### src/rtl/mem_access_ctrl.sv
// CPU load/store to single-beat memory bus controller: size/alignment checks,
// byte-lane steering, load extension and a request timeout.
module mem_access_ctrl #(
  parameter int unsigned TIMEOUT_CYC = 64
) (
  input  logic        clk_i,
  input  logic        rst_n_i,
  input  logic        MemRead_i,
  input  logic        MemWrite_i,
  input  logic [1:0]  Size_i,
  input  logic        Unsigned_i,
  input  logic [31:0] Address_i,
  input  logic [31:0] WriteData_i,
  output logic [31:0] ReadData_o,
  output logic        Stall_o,
  output logic        Fault_o,
  output logic [1:0]  FaultCause_o,
  output logic        mem_req_o,
  output logic        mem_we_o,
  output logic [31:0] mem_addr_o,
  output logic [3:0]  mem_be_o,
  output logic [31:0] mem_wdata_o,
  input  logic        mem_ack_i,
  input  logic [31:0] mem_rdata_i
);

  // state | meaning
  // IDLE  | waiting for a CPU access; decode and check it
  // REQ   | memory request held until ack or timeout
  // DONE  | access complete, CPU released for one cycle
  // FAULT | one-cycle fault pulse, no memory request issued
  typedef enum logic [1:0] {IDLE, REQ, DONE, FAULT} state_t;

  localparam logic [15:0] WAIT_LAST = 16'(TIMEOUT_CYC - 1);

  state_t      state_q;
  logic [15:0] wait_q;
  logic [31:0] rdata_q;
  logic [31:0] addr_q;
  logic [3:0]  be_q;
  logic [31:0] wdata_q;
  logic        we_q;
  logic [1:0]  size_q;
  logic        uns_q;
  logic [1:0]  off_q;
  logic [1:0]  cause_q;

  logic        req_any;
  logic        bad_size;
  logic        misalign;
  logic [3:0]  be_d;
  logic [31:0] wdata_d;
  logic [31:0] shifted;
  logic [31:0] load_ext;

  assign req_any  = MemRead_i | MemWrite_i;
  assign bad_size = (Size_i == 2'b11);
  assign misalign = ((Size_i == 2'b01) && Address_i[0]) ||
                    ((Size_i == 2'b10) && (Address_i[1:0] != 2'b00));

  always_comb begin
    be_d    = 4'b1111;
    wdata_d = WriteData_i;
    case (Size_i)
      2'b00: begin
        be_d    = 4'b0001 << Address_i[1:0];
        wdata_d = {4{WriteData_i[7:0]}};
      end
      2'b01: begin
        be_d    = Address_i[1] ? 4'b1100 : 4'b0011;
        wdata_d = {2{WriteData_i[15:0]}};
      end
      default: ;
    endcase
  end

  // Word loads are always aligned, so the shift is a no-op for them.
  assign shifted = mem_rdata_i >> {off_q, 3'b000};

  always_comb begin
    load_ext = shifted;
    case (size_q)
      2'b00:   load_ext = {{24{~uns_q & shifted[7]}}, shifted[7:0]};
      2'b01:   load_ext = {{16{~uns_q & shifted[15]}}, shifted[15:0]};
      default: ;
    endcase
  end

  always_ff @(posedge clk_i or negedge rst_n_i) begin
    if (!rst_n_i) begin
      state_q <= IDLE;
      wait_q  <= '0;
      rdata_q <= '0;
      addr_q  <= '0;
      be_q    <= '0;
      wdata_q <= '0;
      we_q    <= 1'b0;
      size_q  <= '0;
      uns_q   <= 1'b0;
      off_q   <= '0;
      cause_q <= '0;
    end else begin
      case (state_q)
        IDLE: begin
          if (req_any) begin
            if (bad_size) begin
              cause_q <= 2'b00;
              state_q <= FAULT;
            end else if (misalign) begin
              cause_q <= MemRead_i ? 2'b01 : 2'b10;
              state_q <= FAULT;
            end else begin
              addr_q  <= {Address_i[31:2], 2'b00};
              be_q    <= be_d;
              wdata_q <= wdata_d;
              we_q    <= ~MemRead_i;
              size_q  <= Size_i;
              uns_q   <= Unsigned_i;
              off_q   <= Address_i[1:0];
              wait_q  <= '0;
              state_q <= REQ;
            end
          end
        end
        REQ: begin
          if (mem_ack_i) begin
            if (!we_q) rdata_q <= load_ext;
            state_q <= DONE;
          end else if (wait_q == WAIT_LAST) begin
            cause_q <= 2'b11;
            state_q <= FAULT;
          end else begin
            wait_q <= wait_q + 16'd1;
          end
        end
        DONE:    state_q <= IDLE;
        FAULT:   state_q <= IDLE;
        default: state_q <= IDLE;
      endcase
    end
  end

  // Stall is gated by reset so the CPU is released the instant reset asserts.
  assign Stall_o      = rst_n_i & (((state_q == IDLE) & req_any) | (state_q == REQ));
  assign Fault_o      = (state_q == FAULT);
  assign mem_req_o    = (state_q == REQ);
  assign mem_we_o     = we_q;
  assign mem_addr_o   = addr_q;
  assign mem_be_o     = be_q;
  assign mem_wdata_o  = wdata_q;
  assign ReadData_o   = rdata_q;
  assign FaultCause_o = cause_q;

endmodule

### config.mk
export PLATFORM = sky130hd
export DESIGN_NAME = mem_access_ctrl
export DESIGN_NICKNAME = d
export VERILOG_FILES = /design/src/rtl/mem_access_ctrl.sv
export SDC_FILE = /design/constraint.sdc
export NUM_CORES = 1
export LEC_CHECK = 0
export BUFFER_PORTS_ARGS = -buffer_cell sky130_fd_sc_hd__buf_2
export CAP_MARGIN = 40
export CORE_MARGIN = 4
export CORE_UTILIZATION = 50
export CTS_CLUSTER_DIAMETER = 50
export DETAILED_ROUTE_END_ITERATION = 16
export PLACE_DENSITY_LB_ADDON = 0.25
export SLEW_MARGIN = 10
export SYNTH_ARGS = -nofsm -noshare
export SYNTH_HDL_FRONTEND = slang
export SYNTH_SLANG_ARGS = --single-unit
### constraint.sdc
create_clock -name clk_i -period 2.3 [get_ports clk_i]
set_input_delay 0.115 -clock clk_i [delete_from_list [all_inputs] [get_ports clk_i]]
set_output_delay 0.115 -clock clk_i [all_outputs]
set_load 0.03 [all_outputs]
==> flow_metrics.env <==
export IMPL_port_buffers=207
export IMPL_yosysTopAreaCellShare_pct=53.00
export IMPL_cp_top_family="simple AND/OR/NAND/NOR gates"
export IMPL_pwr_share_clk_pct=20.9
export IMPL_pin_count=210
export IMPL_synth_most_common_cell="dfrtp_1"
export IMPL_synth_cells=563
export IMPL_ys_top_cells_by_area="dfrtp_1 53%, mux2_2 9.8%, mux2i_1 7.0%, nand2_1 5.4%, o21ai_0 4.4%"
export IMPL_stdcell_area_um2=8153
export IMPL_p_sw_uw=5091
export IMPL_layout_drive_gt1_share_pct=37.51
export IMPL_clk_pin_slew_ns=0.06
export IMPL_synth_edf_count=0
export IMPL_ys_warn_count=0
export IMPL_die_w_um=116.2
export IMPL_holdCritStartpoint="WriteData_i[22]"
export IMPL_critPathLaunch="wait_q[0]"
export IMPL_swShare_pct=43.87
export IMPL_maxSlewHeadroom_pct=58.31
export IMPL_ys_flop_type="dfrtp_1"
export IMPL_wl_per_cell_um=17.53
export IMPL_p_leak_uw=0.003980
export IMPL_initial_core_util_pct=51.27
export IMPL_cp_start_kind="register"
export IMPL_track_usage_pct=26.20
export IMPL_cts_setup_buffers=0
export IMPL_drv_cap=0
export IMPL_h_tree_depth=4
export IMPL_crit_chain="ha_1 -> and3_4 -> and3_4 -> a211o_1 -> or4_1 -> nand3_1"
export IMPL_cts_buffers_inserted=17
export IMPL_fin_ws_ns=0.2395
export IMPL_synth_common_cells="124 x dfrtp_1, 84 x nand2_1, 52 x o21ai_0"
export IMPL_syn_cell_area_um2=5854
export IMPL_fin_util_pct=71.40
export IMPL_drc=0
export IMPL_critical_path_slowest_cell="or4_1"
export IMPL_antenna_found_initial=0
export IMPL_setup_viol=0
export IMPL_synth_seq_area_share_pct=53.00
export IMPL_pwr_share_comb_pct=46.9
export IMPL_clockBufferDepth=2
export IMPL_ys_ff_latch=124
export IMPL_fin_tns_setup_ns=0
export IMPL_die_y_um=116.2
export IMPL_placed_area_um2=7062
export IMPL_skew_ns=0.006911
export IMPL_cpMostUsedCell="and3_4"
export IMPL_final_max_slew_viol_count=0
export IMPL_arrival_ns=2.40
export IMPL_drt_total_wl_um=17180
export IMPL_preCtsSetupSlack_ns=0.2590
export IMPL_critPathMaxFanout=6
export IMPL_grt_max_degree=85
export IMPL_synthArstFlopShare_pct=100.0
export IMPL_die_area_um2=13500
export IMPL_insertion_delay_ns=0.41
export IMPL_fin_nets=930
export IMPL_crit_type="reg -> reg"
export IMPL_cts_hold_buf=55
export IMPL_num_rows=39
export IMPL_cts_resized_gates=0
export IMPL_grt_pass1_vias=5495
export IMPL_num_fill_cells=835
export IMPL_post_dp_hpwl_um=11870
export IMPL_powerDensity_nw_per_um2=1423
export IMPL_drt_iter0_markers=340
export IMPL_cpPeakStageDelay_ns=0.51
export IMPL_ys_types=52
export IMPL_core_area_um2=11420
export IMPL_post_synth_top_area_cell="dfrtp_1"
export IMPL_end_kind="register"
export IMPL_drtPass1Iterations=5
export IMPL_diodes=0
export IMPL_vias_per_cell=5.462
export IMPL_path_buf_inv=0
export IMPL_crit_required_ns=2.64
export IMPL_period_needed_ns=2.060
export IMPL_grt_pass1_wl_um=27290
export IMPL_max_freq_mhz=485.3
export IMPL_period_share_pct=89.58
export IMPL_status="finished clean"
export IMPL_syn_avg_cell_area_um2=10.40
export IMPL_intPower_uw=6514
export IMPL_hold_viol=0
export IMPL_syn2layout_area_growth_pct=39.26
export IMPL_grt_setup_unrepaired="false"
export IMPL_r2r_start="wait_q[0]"
export IMPL_vias=5353
export IMPL_hp_class="in -> reg"
export IMPL_clock_sinks=124
export IMPL_cts_tree="yes"
export IMPL_irDropWorstVdd_mv=0.9847
export IMPL_worst_pin_slew_ns=0.6231
export IMPL_p_seq_share_pct=32.2
export IMPL_antenna_left=0
export IMPL_grt_ovfl_total=0
export IMPL_root_buffer="clkbuf_16"
export IMPL_gp_congestion=0.9272
-- worst reg2reg max path: stages (launching register included) --
cell and delay, ns:
dfrtp_1 0.41, ha_1 0.24, and3_4 0.20, and3_4 0.20, a211o_1 0.36, or4_1 0.51
nand3_1 0.08
-- layout make-up --
| cell class | count | area (um2) | share of cell area (%) |
|---|---|---|---|
| Clock buffer | 24 | 501.7 | 6.154 |
| Clock inverter | 7 | 38.79 | 0.4758 |
| Inverter | 5 | 18.77 | 0.2302 |
| Multi-Input combinational cell | 400 | 2585 | 31.71 |
| Sequential cell | 124 | 3103 | 38.06 |
| Tap cell | 143 | 178.9 | 2.195 |
| Timing Repair Buffer | 277 | 1727 | 21.18 |
-- power groups by stage --
stage / clock network (uW) / registers (uW) / logic [uW]
floorplan: 0 / 5410 / 2030
global placement: 0 / 3680 / 5260
detailed placement: 0 / 3730 / 5370
CTS: 2450 / 3710 / 5450
global route: 2570 / 3860 / 5870
finish: 2430 / 3730 / 5450
-- final timing paths --
kind,end,slack [ns],cells past startpoint
max in group asynchronous,mem_wdata_o[24],1.44,3
min in group asynchronous,wait_q[14],0.06,2
worst min-delay path,mem_wdata_o[22],0.007,3
worst max-delay path,wait_q[15],0.24,6
worst min register to register,ReadData_o[1],0.47,2
worst max register to register,wait_q[15],0.24,6
-- layout by cell type, fill, tap and decap left out, drive strengths merged, types with 2 or more instances in the layout --
| cell | netlist | layout |
|---|---|---|
| a211oi | 2 | 2 |
| clkbuf | 16 | 24 |
| nand3 | 8 | 8 |
| o21a | 2 | 2 |
| nand2 | 84 | 84 |
| nor3 | 4 | 4 |
| nand4 | 4 | 4 |
| mux2i | 41 | 41 |
| o41ai | 2 | 2 |
| o31ai | 3 | 3 |
| nor2 | 48 | 48 |
| nor3b | 2 | 2 |
| o22a | 8 | 8 |
| o32a | 2 | 2 |
| a211o | 2 | 2 |
| nand2b | 4 | 4 |
| and3 | 5 | 5 |
| or2 | 2 | 2 |
| a31oi | 2 | 2 |
| or4 | 2 | 2 |
| o21ai | 53 | 53 |
| dfrtp | 124 | 124 |
| and2 | 3 | 3 |
| conb | 1 | 2 |
| nor4 | 4 | 4 |
| clkinv | 0 | 7 |
| inv | 5 | 5 |
| buf | 19 | 222 |
| o211ai | 10 | 10 |
| mux2 | 51 | 51 |
| dlygate4sd3 | 0 | 55 |
| a21oi | 38 | 38 |
-- kinds of logic (layout without fill, tap and decap cells) --
group                    count (synthesis)  count (layout)  synth area share (%)
multiplexers                            92              92                 16.82
adder cells (fa/ha/maj)                  1               1                0.2137
buffers and inverters                   40             313                 3.206
AO/OA/AOI/OAI                          130             130                 13.34
AND/OR/NAND/NOR                        175             175                 13.36
other                                    1               2               0.06405
flip-flops                             124             124                 53.00
-- routing by layer --
layer	up-vias	GRT usage (%)	share of wire, %
met4	0	11.76	3.0
met5	-	0	0
met1	2566	30.46	38
li1	2518	-	-
met2	222	44.11	50
met3	47	8.860	8.7
-- flip-flops by register name, summed over array words and instances (netlist names) --
| signal | count |
|---|---|
| ReadData_o | 32 |
| mem_wdata_o | 32 |
| mem_addr_o | 30 |
| wait_q | 16 |
| mem_be_o | 4 |
| FaultCause_o | 2 |
| off_q | 2 |
| size_q | 2 |
| state_q | 2 |
| mem_we_o | 1 |
| uns_q | 1 |
-- per-stage QoR --
stage,hold WS (ns),instances,total power [uW]
detailed placement,-0.05920,894,9097
floorplan,-0.1806,564,7438
global route,0.008435,980,12300
global placement,-0.06153,894,8947
CTS,0.001712,980,11610
finish,0.006759,980,11610
Note: power is estimated with default switching activity, not from simulation.
